===== src/rtl/hazard_stall_ctrl.sv =====
// Pipeline stall/flush sequencer for the 5-stage core: load-use interlock, data-memory
// freeze and branch flush, merged into one prioritised set of pipeline-register enables.
module hazard_stall_ctrl #(
  parameter int REG_ADDR_W  = 3,
  parameter int CNT_W       = 16,
  parameter int MEM_TIMEOUT = 16
) (
  input  logic                  clk,
  input  logic                  rst,
  input  logic [REG_ADDR_W-1:0] rsrc1_ifid,
  input  logic                  rsrc1_used,
  input  logic [REG_ADDR_W-1:0] rsrc2_ifid,
  input  logic                  rsrc2_used,
  input  logic [REG_ADDR_W-1:0] rdst_idex,
  input  logic                  memread_idex,
  input  logic                  mem_busy,
  input  logic                  flush_ex,
  output logic                  pc_write,
  output logic                  ifid_write,
  output logic                  ifid_flush,
  output logic                  idex_write,
  output logic                  idex_bubble,
  output logic                  exmem_write,
  output logic [CNT_W-1:0]      stall_cycles,
  output logic                  mem_timeout
);

  localparam int WAIT_W = (MEM_TIMEOUT > 2) ? $clog2(MEM_TIMEOUT) : 1;
  localparam logic [WAIT_W-1:0] WAIT_LAST = WAIT_W'(MEM_TIMEOUT - 1);
  localparam logic [CNT_W-1:0]  CNT_MAX   = '1;

  typedef enum logic [1:0] {
    RUN      = 2'd0,
    BUBBLE   = 2'd1,
    MEM_WAIT = 2'd2
  } state_t;

  state_t            state;
  state_t            state_next;
  logic              hazard;
  logic [WAIT_W-1:0] wait_cnt;

  assign hazard = memread_idex &
                  ((rsrc1_used & (rsrc1_ifid == rdst_idex)) |
                   (rsrc2_used & (rsrc2_ifid == rdst_idex)));

  always_ff @(posedge clk) begin
    if (rst) begin
      state <= RUN;
    end else begin
      state <= state_next;
    end
  end

  // Priority: reset > mem_busy > flush_ex > hazard; MEM_WAIT without busy behaves as RUN.
  always_comb begin
    pc_write    = 1'b1;
    ifid_write  = 1'b1;
    ifid_flush  = 1'b0;
    idex_write  = 1'b1;
    idex_bubble = 1'b0;
    exmem_write = 1'b1;
    state_next  = RUN;
    if (rst) begin
      pc_write    = 1'b0;
      ifid_write  = 1'b0;
      idex_write  = 1'b0;
      exmem_write = 1'b0;
    end else if (mem_busy) begin
      pc_write    = 1'b0;
      ifid_write  = 1'b0;
      idex_write  = 1'b0;
      exmem_write = 1'b0;
      state_next  = MEM_WAIT;
    end else if (flush_ex) begin
      ifid_flush  = 1'b1;
      idex_bubble = 1'b1;
    end else if (hazard && (state != BUBBLE)) begin
      pc_write    = 1'b0;
      ifid_write  = 1'b0;
      idex_bubble = 1'b1;
      state_next  = BUBBLE;
    end
  end

  // Counts consecutive busy cycles, the freeze-entry cycle included, so the flag
  // rises at the edge closing the MEM_TIMEOUT-th busy cycle.
  always_ff @(posedge clk) begin
    if (rst) begin
      wait_cnt <= '0;
    end else if (mem_busy) begin
      if (wait_cnt != WAIT_LAST) begin
        wait_cnt <= wait_cnt + 1'b1;
      end
    end else begin
      wait_cnt <= '0;
    end
  end

  always_ff @(posedge clk) begin
    if (rst) begin
      mem_timeout <= 1'b0;
    end else if (mem_busy && (wait_cnt == WAIT_LAST)) begin
      mem_timeout <= 1'b1;
    end
  end

  always_ff @(posedge clk) begin
    if (rst) begin
      stall_cycles <= '0;
    end else if (!pc_write && (stall_cycles != CNT_MAX)) begin
      stall_cycles <= stall_cycles + 1'b1;
    end
  end

endmodule


===== config.mk =====
export PLATFORM = sky130hd
export DESIGN_NAME = hazard_stall_ctrl
export DESIGN_NICKNAME = d
export VERILOG_FILES = /design/src/rtl/hazard_stall_ctrl.sv
export SDC_FILE = /design/constraint.sdc
export NUM_CORES = 1
export LEC_CHECK = 0
export ABC_AREA = 1
export CORE_UTILIZATION = 48
export CTS_CLUSTER_DIAMETER = 30
export CTS_CLUSTER_SIZE = 25
export DETAILED_ROUTE_END_ITERATION = 6
export PLACE_DENSITY = 0.8
export SYNTH_ARGS = -nofsm -noshare
export SYNTH_HDL_FRONTEND = slang
export SYNTH_SLANG_ARGS = --single-unit

===== constraint.sdc =====
create_clock -name clk -period 2.1 [get_ports clk]
set_input_delay 0.21 -clock clk [delete_from_list [all_inputs] [get_ports clk]]
set_output_delay 0.21 -clock clk [all_outputs]
set_load 0.01 [all_outputs]

==> impl_metrics.yaml, run 1 <==
synth:
  syn_area_per_cell_um2: 6.81
  synth.area.top_cells: "dfxtp_1 32%, nand2_1 14%, nand3_1 10%, a21oi_2 6.1%, inv_1 5.8%"
  seq_area_frac_synth_pct: 32.2
  ys_seq_elements: 23
  netlist_instances: 210
  synth_cell_types: 25
  synth.largest_area_cell: "dfxtp_1"
  yosys.area.top_type_share_pct: 32.2
  yosys_warnings: 0
  syn-cell-area_mm2: 0.00143
  synth_nets: 228
floorplanning:
  dieArea_mm2: 0.00320
  die_h_um: 56.6
  coreArea_mm2: 0.00278
  start_util_pct: 51.4
  die_w_um: 56.6
  io_pins: 39
  rows: 19
setup_path:
  cp_num_buf_inv: 0
  cp-end-kind: "register"
  path_max_fanout: 17
  critPathTopFamily: "simple AND/OR/NAND/NOR gates"
  cp.required_ns: 2.37
  critPathArrivalTime_ns: 2.10
  cp_slowest_cell: "dfxtp_1"
  crit_chain: "ha_1 -> nand2_2 -> nor2_4 -> nand3_2 -> nor2_4 -> nand2_4 -> nand2_4 -> nand2_1 -> a21oi_2"
  startpoint_type: "register"
  max_stage_delay_ns: 0.47
  worst-setup-path-type: "register to register"
pwr:
  finalPower_w: 0.000799
  power.density_mw_per_mm2: 432
  p_leak_nw: 0.738
  peakVddDrop_v: 0.000532
detailed_routing:
  antenna_left: 0
  wirelength_mm: 3.10
  wl_per_cell_um: 11.2
  drc_errors: 0
  vias_per_cell: 5.05
  vias: 1404
  drt-pass1-iter-count: 4
  drtIter0Drc: 42
finish:
  drive_gt1_share_pct: 10.5
  nets: 266
  antennaDiodeCount: 0
  layout_common_cells: "52 x nand2_1, 35 x clkdlybuf4s50_1, 29 x nand3_1"
  syn_to_final_growth_pct: 29.5
  nFillCells: 259
  layout_commonest_cell: "nand2_1"
clock_network:
  cts_tree: "done"
  cts.sinks: 23
  postCtsResizedCells: 0
  cts_setup_buffers: 0
  cts_made_buffers: 3
  path_clk_slew_ns: 0.14
  clkLatencyLatePin_ns: 0.32
  ctsHoldBuffers: 0
  cts.path.max_buffers: 2
  htree_levels: 1
  root_buffer: "clkbuf_4"
grt:
  grt_pass1_wl_mm: 5.29
  grt_pass1_vias: 1247
  antenna_found_initial: 0
  grt_start_max_net_pins: 20
  grt_use_total_pct: 20.8
  grt_overflow: 0
timing:
  tightestPinTransition_ns: 0.286
  final-max-slew-violation-count: 0
  hold_viol_final: 0
  max_freq_ghz: 0.544
  post-route-min-period_ns: 1.84
  setup_tns_ns: 0
  skew_ns: 0.00535
  finalSetupViolCount: 0
  rsz0062_at_grt: "no"
  min_period_over_period_pct: 87.5
  slew_headroom_pct: 80.8
min_path:
  hold_path.class: "input port to register"
place:
  gp_routability_congestion: 0.914
  hpwl_mm: 2.31
  numPortBuffers: 38
run:
  maxCapViolations: 0
run_status:
  status: "finished clean"
==> Yosys cell counts, drive strengths merged <==
library cell / number
buf: 6
xnor2: 3
o21ai: 6
nor3: 4
nand3: 30
nand2: 56
ha: 2
dfxtp: 23
clkbuf: 2
xor2: 9
a21oi: 18
nor2: 25
a31oi: 1
a21boi: 1
inv: 23
a211oi: 1
==> sequential cells by signal, indices dropped and copies added, names as in the netlist <==
signal and count:
mem_timeout 1, wait_cnt 4, stall_cycles 16, state 2
==> power by group <==
group / total, W / switching [W] / internal [W] / leakage, nW
Combinational: 0.000127 / 0.0000609 / 0.0000656 / 0.537
Clock: 0.000218 / 0.000145 / 0.0000728 / 0.0139
Sequential: 0.000455 / 0.0000104 / 0.000445 / 0.186
==> per-layer routing <==
metal	up-vias	track usage, %	share of wire, %
li1	744	-	-
met1	637	27.5	52
met2	21	35.0	45
met3	2	4.15	2.9
met4	0	4.18	0.61
met5	-	0	0
==> metrics by stage <==
step | area (um2) | hold slack [ns] | util (%) | cells | worst slack [ns]
after CTS | 1840 | 0.426 | 66.3 | 278 | 0.0641
after detailed placement | 1810 | 0.455 | 65.2 | 274 | 0.0700
after global placement | 1810 | 0.457 | 65.2 | 274 | 0.0709
after floorplan | 1430 | 0.282 | - | 210 | 0.431
after global routing | 1850 | 0.448 | 66.6 | 278 | 0.0818
final | 1850 | 0.434 | 66.6 | 278 | 0.263
==> final cells by class <==
type / count / area (um2) / share of cell area, %
clock buffer: 3 / 22.5 / 1.22
clock inverter: 1 / 7.51 / 0.405
inverter: 23 / 86.3 / 4.66
multi-input combinational: 156 / 826 / 44.6
sequential: 23 / 460 / 24.9
tap: 31 / 38.8 / 2.09
timing repair buffer: 41 / 410 / 22.2
==> cells by family after synthesis <==
logic type               Yosys count  share of synthesized area [%]
AND/OR/NAND/NOR                  115                           36.1
buffers and inverters             31                           10.1
AO/OA/AOI/OAI                     27                           12.5
flip-flops                        23                           32.2
XOR/XNOR                          12                           7.35
adder cells (fa/ha/maj)            2                           1.75
==> path summary, 6_finish.rpt <==
kind	from	endpoint	slack, ns	depth (start not counted)
hold reg to reg	mem_timeout	mem_timeout	0.50	2
setup / recovery	stall_cycles[0]	stall_cycles[7]	0.26	9
hold / removal	flush_ex	state[0]	0.43	2
setup reg to reg	stall_cycles[0]	stall_cycles[7]	0.26	9
Power figures use the tool's default switching activity.
==> run 2: changes to the inputs <==
GPL_ROUTABILITY_DRIVEN = 0   (was default)
==> results of run 2 <==
Final layout, timing and power as in run 1 (identical DEF).
==> run 3: changes to the inputs <==
PLACE_DENSITY = 0.86   (was 0.8)
==> impl_metrics.yaml, run 3 (synthesis gave the netlist of run 1 again) <==
run_status:
  status: "finished clean"
setup_path:
  cp_slowest_cell: "dfxtp_1"
  reg2regPathDepth: 9
  crit_chain: "ha_1 -> nand2_2 -> nor2_4 -> nand3_2 -> nor2_4 -> nand2_4 -> nand2_4 -> nand2_1 -> a21oi_1"
  critPathArrivalTime_ns: 2.11
  path_max_fanout: 17
  cp.required_ns: 2.35
  startpoint_type: "register"
  r2r_start: "stall_cycles[0]"
  cp-end-kind: "register"
  r2r-end: "stall_cycles[1]"
  max_stage_delay_ns: 0.48
  reg2reg_slack_ns: 0.24
  worst-setup-path-type: "register to register"
timing:
  final-max-slew-violation-count: 0
  setup_tns_ns: 0
  slew_headroom_pct: 81.3
  rsz0062_at_grt: "no"
  post-route-min-period_ns: 1.86
  tightestPinTransition_ns: 0.279
  min_period_over_period_pct: 88.7
  hold_viol_final: 0
  max_freq_ghz: 0.537
  finalSetupViolCount: 0
  skew_ns: 0.0144
clock_network:
  htree_levels: 1
  path_clk_slew_ns: 0.12
  cts.path.max_buffers: 2
  cts_made_buffers: 3
  ctsHoldBuffers: 0
  root_buffer: "clkbuf_4"
  cts_tree: "done"
  clkLatencyLatePin_ns: 0.32
  cts.sinks: 23
grt:
  grt_start_max_net_pins: 20
  antenna_found_initial: 0
  grt_use_total_pct: 21.1
  grt_pass1_vias: 1303
  grt_overflow: 0
  grt_pass1_wl_mm: 5.40
place:
  numPortBuffers: 38
  hpwl_mm: 2.31
finish:
  layout_commonest_cell: "nand2_1"
  largest_register: "stall_cycles"
  layout_common_cells: "52 x nand2_1, 35 x clkdlybuf4s50_1, 29 x nand3_1"
  largest_reg_flops: 16
  antennaDiodeCount: 0
  drive_gt1_share_pct: 10.1
  final_util_pct: 66.4
  syn_to_final_growth_pct: 29.2
  nets: 266
  reg_top3: "stall_cycles: 16 flops, wait_cnt: 4 flops, state: 2 flops"
pwr:
  peakVddDrop_v: 0.000600
  power.density_mw_per_mm2: 430
  p_leak_nw: 0.739
floorplanning:
  die_w_um: 56.6
  dieArea_mm2: 0.00320
  coreArea_mm2: 0.00278
  rows: 19
  start_util_pct: 51.4
  io_pins: 39
  die_h_um: 56.6
detailed_routing:
  antenna_left: 0
  wirelength_mm: 3.06
  drc_errors: 0
  drt-pass1-iter-count: 4
  wl_per_cell_um: 11.0
  vias: 1430
  drtIter0Drc: 52
  vias_per_cell: 5.14
run:
  maxCapViolations: 0
min_path:
  hold_path.class: "input port to register"
  worstHoldPathCells: 2
  hold_path_end: "state[0]"
  min_from: "flush_ex"
## run 3: repair_timing
item                       CTS  global route
setup endpoints to repair    0             3
gates resized for setup      0             3
buffers inserted             0             0
## run 3: power by group
group          internal (W)  switching [W]  leakage (nW)  total (W)
Sequential         0.000445      0.0000107         0.186   0.000455
Clock             0.0000743       0.000139        0.0150   0.000214
Combinational     0.0000656      0.0000611         0.537   0.000127
Total              0.000585       0.000211         0.739   0.000796
## run 3: how the worst max path moves through the flow
| stage | startpoint | to | slack [ns] |
|---|---|---|---|
| 5_1_grt | stall_cycles[0] | stall_cycles[1] | 0.09 |
| 3_3_place_gp | rdst_idex[0] | idex_bubble | 0.07 |
| 4_1_cts | rdst_idex[0] | idex_bubble | 0.05 |
| 2_1_floorplan | stall_cycles[0] | stall_cycles[0] | 0.43 |
| 6_report | stall_cycles[0] | stall_cycles[1] | 0.24 |
| 3_5_place_dp | rdst_idex[0] | idex_bubble | 0.05 |
## run 3: stage by stage
step,power [W],hold WS (ns),setup WS (ns),cell area (um2),cells
2_1_floorplan,0.000532,0.282,0.431,1430,210
3_3_place_gp,0.000590,0.455,0.0716,1810,274
3_5_place_dp,0.000592,0.473,0.0504,1810,274
4_1_cts,0.000795,0.450,0.0454,1840,278
5_1_grt,0.000830,0.457,0.0898,1850,278
6_report,0.000796,0.446,0.237,1850,278
## run 3: area by class of cell
class,count,area (um2)
Clock buffer,4,26.3
Timing Repair Buffer,41,410
Fill cell,245,933
Inverter,23,86.3
Tap cell,31,38.8
Sequential cell,23,460
Multi-Input combinational cell,156,826
## run 3: worst max-delay path, delay by kind of cell, from the launching register on
family	cells	cell delay (ns)
simple gates	7	0.93
flops	1	0.48
fa+ha+maj	1	0.27
compound gates	1	0.12
## run 3: layer usage
layer  vias up  share of wire [%]  GRT usage [%]  wire length [um]
li1        746                  -              -                 -
met1       633                 47           25.8              1430
met2        47                 46           37.1              1410
met3         4                6.1           4.84               186
met4         0                1.2           5.23                36
met5         -                  0              0                 0
